--- src/rtl/dlfloat_mac_sequencer.sv ---
// dlfloat_mac_sequencer: streams a dot-product job into the DLFloat16 MAC and returns the accumulated result.
module dlfloat_mac_sequencer #(
  parameter int LEN_W = 8,
  parameter int LAT   = 2
) (
  input  logic             clk,
  input  logic             rst_n,
  input  logic             i_start,
  input  logic [LEN_W-1:0] i_cfg_len,
  output logic             o_busy,
  input  logic             i_in_valid,
  output logic             o_in_ready,
  input  logic [15:0]      i_in_a,
  input  logic [15:0]      i_in_b,
  output logic [15:0]      o_mac_a,
  output logic [15:0]      o_mac_b,
  output logic             o_mac_clr,
  input  logic [15:0]      i_acc_in,
  output logic             o_res_valid,
  input  logic             i_res_ready,
  output logic [15:0]      o_res_data,
  output logic             o_res_sat
);
  localparam int DW = $clog2(LAT + 2);
  typedef enum logic [2:0] {IDLE, CLEAR, FEED, DRAIN, DONE} state_t;
  state_t           r_state;
  logic [LEN_W-1:0] r_len, r_cnt;
  logic [DW-1:0]    r_dcnt;
  logic             r_sat;
  logic             w_acc;
  assign o_busy      = r_state != IDLE;
  assign o_in_ready  = r_state == FEED;
  assign o_mac_clr   = r_state == CLEAR;
  assign o_res_valid = r_state == DONE;
  assign o_res_sat   = r_sat;
  assign w_acc       = i_in_valid & o_in_ready;
  always_ff @(posedge clk or negedge rst_n) begin
    if (!rst_n) begin
      r_state    <= IDLE;
      r_len      <= '0;
      r_cnt      <= '0;
      r_dcnt     <= '0;
      r_sat      <= 1'b0;
      o_mac_a    <= '0;
      o_mac_b    <= '0;
      o_res_data <= '0;
    end else begin
      // operands fall back to zero so idle cycles add nothing to the accumulator
      o_mac_a <= w_acc ? i_in_a : '0;
      o_mac_b <= w_acc ? i_in_b : '0;
      case (r_state)
        IDLE: if (i_start) begin
          r_len   <= i_cfg_len;
          r_cnt   <= '0;
          r_state <= CLEAR;
        end
        CLEAR: begin
          r_sat   <= 1'b0;
          r_dcnt  <= '0;
          r_state <= r_len != '0 ? FEED : DRAIN;
        end
        FEED: if (w_acc) begin
          r_cnt <= r_cnt + 1'b1;
          r_sat <= r_sat | (i_in_a == 16'hFFFF) | (i_in_b == 16'hFFFF);
          if (r_cnt == r_len - 1'b1) r_state <= DRAIN;
        end
        DRAIN: if (r_dcnt == DW'(LAT)) begin
          o_res_data <= i_acc_in;
          r_sat      <= r_sat | (i_acc_in == 16'hFFFF);
          r_state    <= DONE;
        end else begin
          r_dcnt <= r_dcnt + 1'b1;
        end
        DONE: if (i_res_ready) r_state <= IDLE;
        default: r_state <= IDLE;
      endcase
    end
  end
endmodule

--- config.mk ---
export PLATFORM = sky130hd
export DESIGN_NAME = dlfloat_mac_sequencer
export DESIGN_NICKNAME = d
export VERILOG_FILES = /design/src/rtl/dlfloat_mac_sequencer.sv
export SDC_FILE = /design/constraint.sdc
export NUM_CORES = 1
export LEC_CHECK = 0
export ABC_AREA = 1
export BUFFER_PORTS_ARGS = -buffer_cell sky130_fd_sc_hd__buf_4
export CAP_MARGIN = 20
export CORE_UTILIZATION = 49
export CTS_CLUSTER_DIAMETER = 60
export DETAILED_ROUTE_END_ITERATION = 10
export PLACE_DENSITY = 0.77
export SLEW_MARGIN = 40
export SYNTH_ARGS = -nofsm -noshare
export SYNTH_HDL_FRONTEND = slang
export SYNTH_SLANG_ARGS = --single-unit
--- constraint.sdc ---
create_clock -name clk -period 2.15 [get_ports clk]
set_clock_uncertainty 0.05 [all_clocks]
set_input_delay 0.1075 -clock clk [delete_from_list [all_inputs] [get_ports clk]]
set_output_delay 0.1075 -clock clk [all_outputs]
set_load 0.01 [all_outputs]
==> flow_summary.json, run 1 <==
{
  "final.setup.tns_ns": 0,
  "cts-htree-levels": 3,
  "cts_made_buffers": 9,
  "power.net_switching_mw": 1.85,
  "pin_count": 114,
  "synth-edff-count": 0,
  "max-cap-violations": 0,
  "timing.hold.ws_ns": 0.0232,
  "pre_cts_ws_ns": 0.318,
  "tritoncts": "yes",
  "register_bit_total_from_synthesis": 70,
  "avg_vias_per_cell": 4.96,
  "grt_overflow_total": 0,
  "drt_pass1_iterations": 4,
  "max_freq_ghz": 0.539,
  "place_congestion": 0.799,
  "die_w_um": 82.4,
  "route.vias.total": 3037,
  "ir_worst_vdd_mv": 0.730,
  "antenna-diode-count": 0,
  "critical_path_class": "reg2reg",
  "wl_per_cell_um": 15.1,
  "track_usage_pct": 29.5,
  "clk-insertion-delay-late_ns": 0.34,
  "syn_area_um2": 3170,
  "finalCritPeriodShare_pct": 86.2,
  "critical_path_peak_fanout": 4,
  "hpwlAfterDp_um": 5470,
  "worst-endpoint-arrival_ns": 2.04,
  "final.fill_count": 382,
  "first_global_vias": 3191,
  "layout-drive-gt1-share_pct": 28.7,
  "grt_setup_unrepaired": "false",
  "post_synth_num_cell_types": 33,
  "holdCritPathClass": "in2reg",
  "synth_top_cells_by_area": "sky130_fd_sc_hd__dfrtp_1, sky130_fd_sc_hd__inv_1, sky130_fd_sc_hd__nand2_1",
  "post-route-worst-setup-slack_ns": 0.296,
  "count_of_input_and_output_buffers": 113,
  "cts.clk_slew.worst_paths_ns": 0.08,
  "fin_crit_ns": 1.85,
  "ff2ff_setup_slack_ns": 0.30,
  "synth_top_area_share_pct": 55.3,
  "syn-instance-count": 355,
  "async_flop_share_pct": 100,
  "hold_violations": 0,
  "tightest_slew_ns": 0.619,
  "cellInternalPower_mw": 3.07,
  "largest_net_degree_at_the_start_of_global_routing": 71,
  "clock_power_share_pct": 19.7,
  "combPwrFrac_pct": 41.2,
  "start_util_pct": 52.3,
  "min_delay_worst_endpoint": "o_res_data[6]$_DFFE_PN0P_",
  "synth_area_leader_cell": "sky130_fd_sc_hd__dfrtp_1",
  "cts.sinks": 70,
  "yosys_most_used_dff": "sky130_fd_sc_hd__dfrtp_1",
  "grt_first_pass_wirelength_um": 14500,
  "switching_share_pct": 37.6,
  "status": "completed",
  "fp.dieArea_um2": 6790,
  "worstHoldPathCells": 3,
  "r2r-end": "r_state[1]$_DFFE_PN0P_",
  "p_per_area_nw_per_um2": 1010,
  "synth.yosys.warnings": 0,
  "clockBufferDepth": 2,
  "r2r_cells": 13,
  "p_seq_share_pct": 39.1,
  "endpoint_required_time_on_the_critical_path_ns": 2.33,
  "global_route.peak_usage_layer": "met2",
  "r2r-start": "r_len[0]$_DFFE_PN0P_",
  "final-setup-viol-count": 0,
  "antenna_left": 0,
  "initial_antenna_violation_count": 0,
  "maxSlewHeadroom_pct": 58.7,
  "core_um2": 6060,
  "detailedRoute.firstIterationViolations": 137,
  "slew_viol_final": 0,
  "critical_path.startpoint_type": "flop",
  "area_delta_synth_final_pct": 53.4,
  "total_leakage_power_nw": 2.60,
  "critical_path.endpoint_type": "flop",
  "syn_avg_cell_area_um2": 8.92,
  "drt-total-wl_um": 9240,
  "seq_area_frac_synth_pct": 55.3,
  "gr-usage-met1_pct": 33.0,
  "worst_hold_startpoint": "i_acc_in[6]",
  "synth_nets": 419,
  "grtUsageMet2_pct": 49.6,
  "cts_root_buffer": "sky130_fd_sc_hd__clkbuf_8",
  "std_cell_rows": 28,
  "globalRouteMet3Util_pct": 8.46,
  "fp.dieH_um": 82.4,
  "drc_errors": 0,
  "final_net_count": 597
}
==> synth_stat cells (2+ instances only) <==
cell type,number
sky130_fd_sc_hd__nand2_4,2
sky130_fd_sc_hd__nor2_4,2
sky130_fd_sc_hd__mux2_2,7
sky130_fd_sc_hd__a21oi_1,5
sky130_fd_sc_hd__nand2_2,2
sky130_fd_sc_hd__nor3_1,6
sky130_fd_sc_hd__o21ai_1,3
sky130_fd_sc_hd__mux2_1,5
sky130_fd_sc_hd__inv_1,62
sky130_fd_sc_hd__inv_4,2
sky130_fd_sc_hd__dfrtp_1,70
sky130_fd_sc_hd__nand2_1,62
sky130_fd_sc_hd__ha_1,3
sky130_fd_sc_hd__inv_2,2
sky130_fd_sc_hd__nand3_1,22
sky130_fd_sc_hd__nor2_1,51
sky130_fd_sc_hd__clkbuf_1,5
sky130_fd_sc_hd__xor2_1,3
sky130_fd_sc_hd__o21ai_0,18
sky130_fd_sc_hd__nand4_1,10
==> worst max-delay path, stage by stage (launching register included) <==
cell and delay [ns]:
sky130_fd_sc_hd__dfrtp_1 0.40, sky130_fd_sc_hd__inv_1 0.11, sky130_fd_sc_hd__ha_1 0.21, sky130_fd_sc_hd__nand2_1 0.10, sky130_fd_sc_hd__nor2_1 0.16, sky130_fd_sc_hd__nand3_1 0.14
sky130_fd_sc_hd__nand3_1 0.11, sky130_fd_sc_hd__nand2_1 0.05, sky130_fd_sc_hd__nor2_1 0.09, sky130_fd_sc_hd__nand2_1 0.06, sky130_fd_sc_hd__nand2_1 0.08, sky130_fd_sc_hd__nand2_1 0.06
sky130_fd_sc_hd__nand2_1 0.07, sky130_fd_sc_hd__nand2_1 0.05
==> worst max-delay path by stage <==
stage,slack [ns],from,end
floorplan,0.51,r_len[0]$_DFFE_PN0P_,r_state[1]$_DFFE_PN0P_
global placement,0.41,r_len[0]$_DFFE_PN0P_,r_state[1]$_DFFE_PN0P_
detailed placement,0.32,r_len[0]$_DFFE_PN0P_,r_state[1]$_DFFE_PN0P_
CTS,0.30,r_len[0]$_DFFE_PN0P_,r_state[1]$_DFFE_PN0P_
global route,0.04,r_len[0]$_DFFE_PN0P_,r_state[1]$_DFFE_PN0P_
finish,0.30,r_len[0]$_DFFE_PN0P_,r_state[1]$_DFFE_PN0P_
==> layout make-up <==
cell class                 instances  area (µm²)  area share (%)
clock buffer                      12         155            3.19
clock inverter                     3        20.0           0.412
inverter                          66         253            5.20
multi-input combinational        213        1140            23.5
sequential                        70        1750            36.1
tap                               75        93.8            1.93
timing repair buffer             173        1450            29.7
==> sequential cells by signal, summed over array words and instances (netlist names) <==
signal      count
r_state         3
o_mac_a        16
r_len           8
o_res_data     16
o_mac_b        16
r_cnt           8
o_res_sat       1
r_dcnt          2
==> per-layer routing <==
layer  wire length [µm]  up-vias
met4                397        0
met5                  0        -
li1                   -     1462
met3                619       38
met2               4620      110
met1               3600     1427
==> cells by family after synthesis <==
logic type,after synthesis,synth area share (%)
mux,12,4.27
compound gates,29,4.74
buf+inv,72,8.73
xor+xnor,4,1.11
flops,70,55.3
fa+ha+maj,3,1.18
simple gates,165,24.7
==> per-stage QoR <==
stage          utilization, %  total power, mW  area [µm²]  std cells
4_1_cts                  80.2             4.87        4860        612
5_1_grt                  80.2             5.23        4860        612
6_report                 80.2             4.92        4860        612
3_3_place_gp             67.8             3.78        4110        540
2_1_floorplan               -             3.02        3170        355
3_5_place_dp             67.9             3.83        4110        540
==> power by group through the flow <==
stage,registers (mW),clock network [mW],logic (mW)
2_1_floorplan,2.00,0,1.02
3_3_place_gp,1.91,0,1.86
3_5_place_dp,1.93,0,1.91
4_1_cts,1.90,0.973,2.00
5_1_grt,1.96,1.03,2.24
6_report,1.92,0.968,2.03
==> cells in the final DEF, fill, tap and decap left out, types with 2 or more instances in the layout <==
cell,n
sky130_fd_sc_hd__buf_4,115
sky130_fd_sc_hd__dfrtp_1,70
sky130_fd_sc_hd__inv_1,62
sky130_fd_sc_hd__nand2_1,62
sky130_fd_sc_hd__dlygate4sd3_1,57
sky130_fd_sc_hd__nor2_1,51
sky130_fd_sc_hd__nand3_1,22
sky130_fd_sc_hd__o21ai_0,18
sky130_fd_sc_hd__clkbuf_8,11
sky130_fd_sc_hd__nand4_1,10
sky130_fd_sc_hd__mux2_2,7
sky130_fd_sc_hd__nor3_1,6
sky130_fd_sc_hd__mux2_1,5
sky130_fd_sc_hd__a21oi_1,5
sky130_fd_sc_hd__o21ai_1,3
sky130_fd_sc_hd__xor2_1,3
sky130_fd_sc_hd__ha_1,3
sky130_fd_sc_hd__inv_2,2
sky130_fd_sc_hd__inv_4,2
sky130_fd_sc_hd__nor2_4,2
sky130_fd_sc_hd__nand2_4,2
sky130_fd_sc_hd__nand2_2,2
sky130_fd_sc_hd__clkinvlp_4,2
==> what timing repair did <==
item	CTS	global route
buffers inserted	0	0
hold buffers	57	0
gates resized for setup	0	0
hold endpoints to repair	126	0
Note: power is estimated with default switching activity, not from simulation.
==> run 2, diff against run 1 <==
Settings changed: RECOVER_POWER set to 25.
==> run 2 against run 1 <==
The flow now finishes with violations (max-slew violations). Count of clock-buffer cells in the layout stayed put. Flip-flop and latch count stayed put. Setup slack hardly changed. Register-to-register slack hardly changed. Highest routed layer unchanged. Total power hardly changed. Combinational power hardly changed. Critical path depth stayed put. Largest power group unchanged. First-iteration DRC count stayed put. Maximum frequency hardly changed. Via count hardly changed. Die area stayed put.
==> flow_summary.json, run 2 (same netlist as run 1, synthesis figures left out) <==
{
  "drc_errors": 0,
  "gr-usage-met1_pct": 33.0,
  "drt_pass1_iterations": 4,
  "globalRouteMet3Util_pct": 8.46,
  "largest_net_degree_at_the_start_of_global_routing": 71,
  "tightest_slew_ns": 1.50,
  "crit_family": "simple AND/OR/NAND/NOR gates",
  "failed_checks": "max-slew violations",
  "critPathBufInv": 1,
  "cts.clk_slew.worst_paths_ns": 0.08,
  "max-cap-violations": 0,
  "worst-endpoint-arrival_ns": 2.04,
  "initial_antenna_violation_count": 0,
  "fp.dieH_um": 82.4,
  "critPathMostFrequentCell": "sky130_fd_sc_hd__nand2_1",
  "timing.hold.ws_ns": 0.0232,
  "holdCritPathClass": "in2reg",
  "layout-drive-gt1-share_pct": 28.7,
  "count_of_input_and_output_buffers": 113,
  "clk-insertion-delay-late_ns": 0.34,
  "antenna-diode-count": 0,
  "endpoint_required_time_on_the_critical_path_ns": 2.33,
  "core_um2": 6060,
  "wl_per_cell_um": 15.1,
  "detailedRoute.firstIterationViolations": 137,
  "sequential_cell_area_um2": 1750,
  "critical_path_peak_fanout": 4,
  "cts_root_buffer": "sky130_fd_sc_hd__clkbuf_8",
  "pre_cts_ws_ns": 0.318,
  "drt-total-wl_um": 9240,
  "grt_overflow_total": 0,
  "cts-htree-levels": 3,
  "avg_vias_per_cell": 4.96,
  "ir_worst_vdd_mv": 0.730,
  "cts.sinks": 70,
  "holdBufCountCts": 57,
  "post_layout_nonfiller_instances": 612,
  "route.vias.total": 3038,
  "fp.dieArea_um2": 6790,
  "start_util_pct": 52.3,
  "grt_setup_unrepaired": "false",
  "dpl.cell_count": 540,
  "final_net_count": 597,
  "final.fill_count": 384,
  "pin_count": 114,
  "global_route.peak_usage_layer": "met2",
  "place_congestion": 0.799,
  "fin_total_pwr_mw": 4.91,
  "final-setup-viol-count": 0,
  "p_per_area_nw_per_um2": 1010,
  "mostFrequentLayoutCell": "sky130_fd_sc_hd__buf_4",
  "critical_path_class": "reg2reg",
  "die_w_um": 82.4,
  "postCtsSetupBuffers": 0,
  "antenna_left": 0,
  "slew_viol_final": 60,
  "cts_repair_resized_insts": 0,
  "first_global_vias": 3191,
  "critical_path.cell_chain": "inv_1 > ha_1 > nand2_1 > nor2_1 > nand3_1 > nand3_1 > nand2_1 > nor2_1 > nand2_1 > nand2_1 > nand2_1 > nand2_1 > nand2_1",
  "area_delta_synth_final_pct": 53.2,
  "cts_made_buffers": 9,
  "hpwlAfterDp_um": 5470,
  "std_cell_rows": 28,
  "maxSlewHeadroom_pct": -0.212,
  "status": "finished with violations",
  "clockBufferDepth": 2,
  "largest_registers": "o_mac_a (16), o_mac_b (16), o_res_data (16)",
  "most_used_cells_in_the_layout_excluding_fill_and_tap_cells": "sky130_fd_sc_hd__buf_4, sky130_fd_sc_hd__dfrtp_1, sky130_fd_sc_hd__inv_1, sky130_fd_sc_hd__nand2_1, sky130_fd_sc_hd__dlygate4sd3_1",
  "tritoncts": "yes",
  "fin_crit_ns": 1.85,
  "finalCritPeriodShare_pct": 86.2,
  "critical_path.startpoint_type": "flop",
  "critPathMaxStageDelay_ns": 0.40,
  "track_usage_pct": 29.5,
  "post-route-worst-setup-slack_ns": 0.296,
  "worst_path_max_delay_cell": "sky130_fd_sc_hd__dfrtp_1",
  "final.setup.tns_ns": 0,
  "total_leakage_power_nw": 2.59,
  "hold_violations": 0,
  "critical_path.endpoint_type": "flop",
  "grtUsageMet2_pct": 49.6,
  "grt_first_pass_wirelength_um": 14500,
  "max_freq_ghz": 0.539,
  "multi_input_comb_area_um2": 1140
}
[run 2: final cells by class]
cell class / instances / share of cell area, %
Inverter: 66 / 5.21
Timing Repair Buffer: 173 / 29.7
Tap cell: 75 / 1.93
Clock buffer: 12 / 3.20
Multi-Input combinational cell: 213 / 23.5
Sequential cell: 70 / 36.1
Clock inverter: 3 / 0.413
[run 2: final timing paths]
| check | to | slack, ns | cells past startpoint | start |
|---|---|---|---|---|
| setup / recovery | r_state[1]$_DFFE_PN0P_ | 0.30 | 13 | r_len[0]$_DFFE_PN0P_ |
| max in group asynchronous | o_mac_b[1]$_DFF_PN0_ | 0.51 | 2 | rst_n |
| setup reg to reg | r_state[1]$_DFFE_PN0P_ | 0.30 | 13 | r_len[0]$_DFFE_PN0P_ |
| min in group asynchronous | r_len[0]$_DFFE_PN0P_ | 0.62 | 2 | rst_n |
| hold reg to reg | o_res_data[8]$_DFFE_PN0P_ | 0.45 | 1 | o_res_data[8]$_DFFE_PN0P_ |
| hold / removal | o_res_data[6]$_DFFE_PN0P_ | 0.02 | 3 | i_acc_in[6] |
[run 2: power breakdown]
part / internal [mW] / switching [mW]
combinational: 0.921 / 1.10
sequential: 1.67 / 0.248
clock: 0.474 / 0.494
[run 2: per-stage QoR]
step	util, %	instance area [µm²]
2_1_floorplan	-	3170
3_3_place_gp	67.8	4110
3_5_place_dp	67.9	4110
4_1_cts	80.2	4860
5_1_grt	80.1	4850
6_report	80.1	4850
[run 2: layer usage]
metal / up-vias / wire length, µm
met1: 1428 / 3590
li1: 1462 / -
met4: 0 / 397
met3: 38 / 619
met5: - / 0
met2: 110 / 4630
[run 2: worst reg2reg max path, stage by stage (launching register included)]
cell,delay [ns]
sky130_fd_sc_hd__dfrtp_1,0.40
sky130_fd_sc_hd__inv_1,0.11
sky130_fd_sc_hd__ha_1,0.21
sky130_fd_sc_hd__nand2_1,0.10
sky130_fd_sc_hd__nor2_1,0.16
sky130_fd_sc_hd__nand3_1,0.14
sky130_fd_sc_hd__nand3_1,0.11
sky130_fd_sc_hd__nand2_1,0.05
sky130_fd_sc_hd__nor2_1,0.09
sky130_fd_sc_hd__nand2_1,0.06
sky130_fd_sc_hd__nand2_1,0.08
sky130_fd_sc_hd__nand2_1,0.06
sky130_fd_sc_hd__nand2_1,0.07
sky130_fd_sc_hd__nand2_1,0.05
==> run 3, diff against run 2 <==
Settings changed: CORE_UTILIZATION 49 to 51, CTS_BUF_LIST set to sky130_fd_sc_hd__clkbuf_8, PLACE_DENSITY 0.77 to 0.8.
==> run 3 against run 2 <==
The run ends with max-capacitance violations, max-slew violations left. Sequential power barely moved. Sequential share of layout area fell by 0.68 points. Register-to-register slack improved by 0.04 ns. Die area fell by 3.8%. Setup slack improved by 0.043 ns. Core utilization rose by 3.0 points. Final area rose by 1.9%. Combinational power barely moved. Critical endpoint unchanged. Largest power group unchanged.
==> flow_summary.json, run 3 (same netlist as run 1, synthesis figures left out) <==
{
  "dpl_cell_area_um2": 4110,
  "grt_first_pass_wirelength_um": 15800,
  "clockBufferDepth": 2,
  "area_delta_synth_final_pct": 56.1,
  "route.vias.total": 3134,
  "place_congestion": 0.888,
  "post_layout_nonfiller_instances": 614,
  "global_route.peak_usage_layer": "met2",
  "avg_vias_per_cell": 5.10,
  "worst-path-stages": 13,
  "first_global_vias": 3307,
  "failed_checks": "max-capacitance violations, max-slew violations",
  "grt_overflow_total": 0,
  "post-route-worst-setup-slack_ns": 0.339,
  "tightest_slew_ns": 1.69,
  "r2r_cells": 13,
  "critical_path.cell_chain": "inv_1 > ha_1 > nand2_1 > nor2_2 > nand3_1 > nand3_1 > nand2_1 > nor2_1 > nand2_1 > nand2_1 > nand2_1 > nand2_1 > nand2_1",
  "std_cell_rows": 28,
  "final_net_count": 598,
  "critical_path.endpoint_type": "flop",
  "final.setup.tns_ns": 0,
  "start_util_pct": 53.2,
  "cts_made_buffers": 9,
  "most_used_cells_in_the_layout_excluding_fill_and_tap_cells": "sky130_fd_sc_hd__buf_4, sky130_fd_sc_hd__dfrtp_1, sky130_fd_sc_hd__inv_1, sky130_fd_sc_hd__nand2_1, sky130_fd_sc_hd__dlygate4sd3_1",
  "globalRouteMet3Util_pct": 9.21,
  "fp.dieH_um": 80.8,
  "drc_errors": 0,
  "max_freq_ghz": 0.552,
  "hold_violations": 0,
  "cts-htree-levels": 3,
  "critPathMaxStageDelay_ns": 0.40,
  "endpoint_required_time_on_the_critical_path_ns": 2.34,
  "cts.clk_slew.worst_paths_ns": 0.07,
  "stdcell_area_um2": 4950,
  "slew_viol_final": 71,
  "drt-total-wl_um": 9950,
  "hpwlAfterDp_um": 5580,
  "r2r-end": "r_state[1]$_DFFE_PN0P_",
  "fin_crit_ns": 1.81,
  "pin_count": 114,
  "pre_cts_ws_ns": 0.334,
  "largest_net_degree_at_the_start_of_global_routing": 71,
  "worst-endpoint-arrival_ns": 2.00,
  "critPathBufInv": 1,
  "antenna_left": 0,
  "dpl.cell_count": 540,
  "ff2ff_setup_slack_ns": 0.34,
  "mostFrequentLayoutCell": "sky130_fd_sc_hd__buf_4",
  "critical_path_class": "reg2reg",
  "total_leakage_power_nw": 2.64,
  "max-cap-violations": 1,
  "final-setup-viol-count": 0,
  "p_per_area_nw_per_um2": 1080,
  "die_w_um": 80.8,
  "wl_per_cell_um": 16.2,
  "fin_total_pwr_mw": 5.35,
  "detailedRoute.firstIterationViolations": 168,
  "critical_path.startpoint_type": "flop",
  "critical_path_peak_fanout": 4,
  "r2r-start": "r_len[0]$_DFFE_PN0P_",
  "worstHoldPathCells": 4,
  "grtUsageMet2_pct": 59.4,
  "maxSlewHeadroom_pct": -12.4,
  "worst_hold_startpoint": "i_in_valid",
  "drt_pass1_iterations": 5,
  "antenna-diode-count": 0,
  "largest_registers": "o_mac_a (16), o_mac_b (16), o_res_data (16)",
  "layout-drive-gt1-share_pct": 29.1,
  "cts_root_buffer": "sky130_fd_sc_hd__clkbuf_8",
  "tritoncts": "yes",
  "holdCritPathClass": "in2reg",
  "fp.dieArea_um2": 6530,
  "core_um2": 5960,
  "cts.sinks": 70,
  "track_usage_pct": 33.3,
  "clk-insertion-delay-late_ns": 0.35,
  "postCtsSetupBuffers": 0,
  "ir_worst_vdd_mv": 0.733,
  "critPathMostFrequentCell": "sky130_fd_sc_hd__nand2_1",
  "gr-usage-met1_pct": 36.6,
  "finalCritPeriodShare_pct": 84.2,
  "crit_family": "simple AND/OR/NAND/NOR gates",
  "worst_path_max_delay_cell": "sky130_fd_sc_hd__dfrtp_1",
  "status": "finished with violations",
  "min_delay_worst_endpoint": "r_cnt[0]$_DFFE_PN0P_",
  "grt_setup_unrepaired": "false",
  "count_of_input_and_output_buffers": 113,
  "initial_antenna_violation_count": 0
}
==> run 3: cell count changes in the layout (fill, tap and decap cells not counted) <==
cell	before	now
sky130_fd_sc_hd__nor2_1	51	50
sky130_fd_sc_hd__clkbuf_1	1	0
sky130_fd_sc_hd__clkbuf_2	0	1
sky130_fd_sc_hd__nor2_2	1	2
sky130_fd_sc_hd__bufinv_16	0	3
sky130_fd_sc_hd__dlygate4sd3_1	57	58
sky130_fd_sc_hd__buf_2	1	0
sky130_fd_sc_hd__clkinv_2	1	0
==> run 3: repair_timing <==
action                                  in CTS  in global routing
resized for setup                            0                  1
endpoints found under the setup margin       0                  1
hold buffers                                58                  0
endpoints found under the hold margin      127                  0
==> run 3: worst max-delay path by stage <==
stage               slack [ns]                      to                  from
global route              0.02    o_mac_b[1]$_DFF_PN0_                 rst_n
floorplan                 0.51  r_state[1]$_DFFE_PN0P_  r_len[0]$_DFFE_PN0P_
global placement          0.42  r_state[1]$_DFFE_PN0P_  r_len[0]$_DFFE_PN0P_
detailed placement        0.33  r_state[1]$_DFFE_PN0P_  r_len[0]$_DFFE_PN0P_
finish                    0.34  r_state[1]$_DFFE_PN0P_  r_len[0]$_DFFE_PN0P_
CTS                       0.32  r_state[1]$_DFFE_PN0P_  r_len[0]$_DFFE_PN0P_
==> run 3: report_power, final <==
group	internal, mW	switching (mW)	total, mW
Clock	0.834	0.525	1.36
Sequential	1.67	0.258	1.93
Combinational	0.923	1.14	2.06
==> run 3: cell type report <==
cell class | instances | area (µm²)
multi-input combinational | 213 | 1140
clock inverter | 5 | 105
inverter | 66 | 253
clock buffer | 11 | 151
timing repair buffer | 174 | 1450
fill | 334 | 1010
tap | 75 | 93.8
sequential | 70 | 1750
==> run 3: metal layers <==
layer	wire, µm	vias to the layer above
met5	0	-
met4	287	0
met3	680	29
met2	5290	137
met1	3690	1496
li1	-	1472
==> run 3: worst min-delay path, cell delays in order <==
cell and delay (ns):
sky130_fd_sc_hd__buf_4 0.11, sky130_fd_sc_hd__nand2_4 0.07, sky130_fd_sc_hd__nand2_8 0.09, sky130_fd_sc_hd__o21ai_0 0.08
==> run 3: metrics by stage <==
step                      hold WS, ns  utilization (%)
after floorplan                -0.238                -
after detailed placement        0.100             69.1
after global placement          0.225             69.0
final                           0.108             83.0
after CTS                      0.0999             83.1
after global routing            0.111             83.0
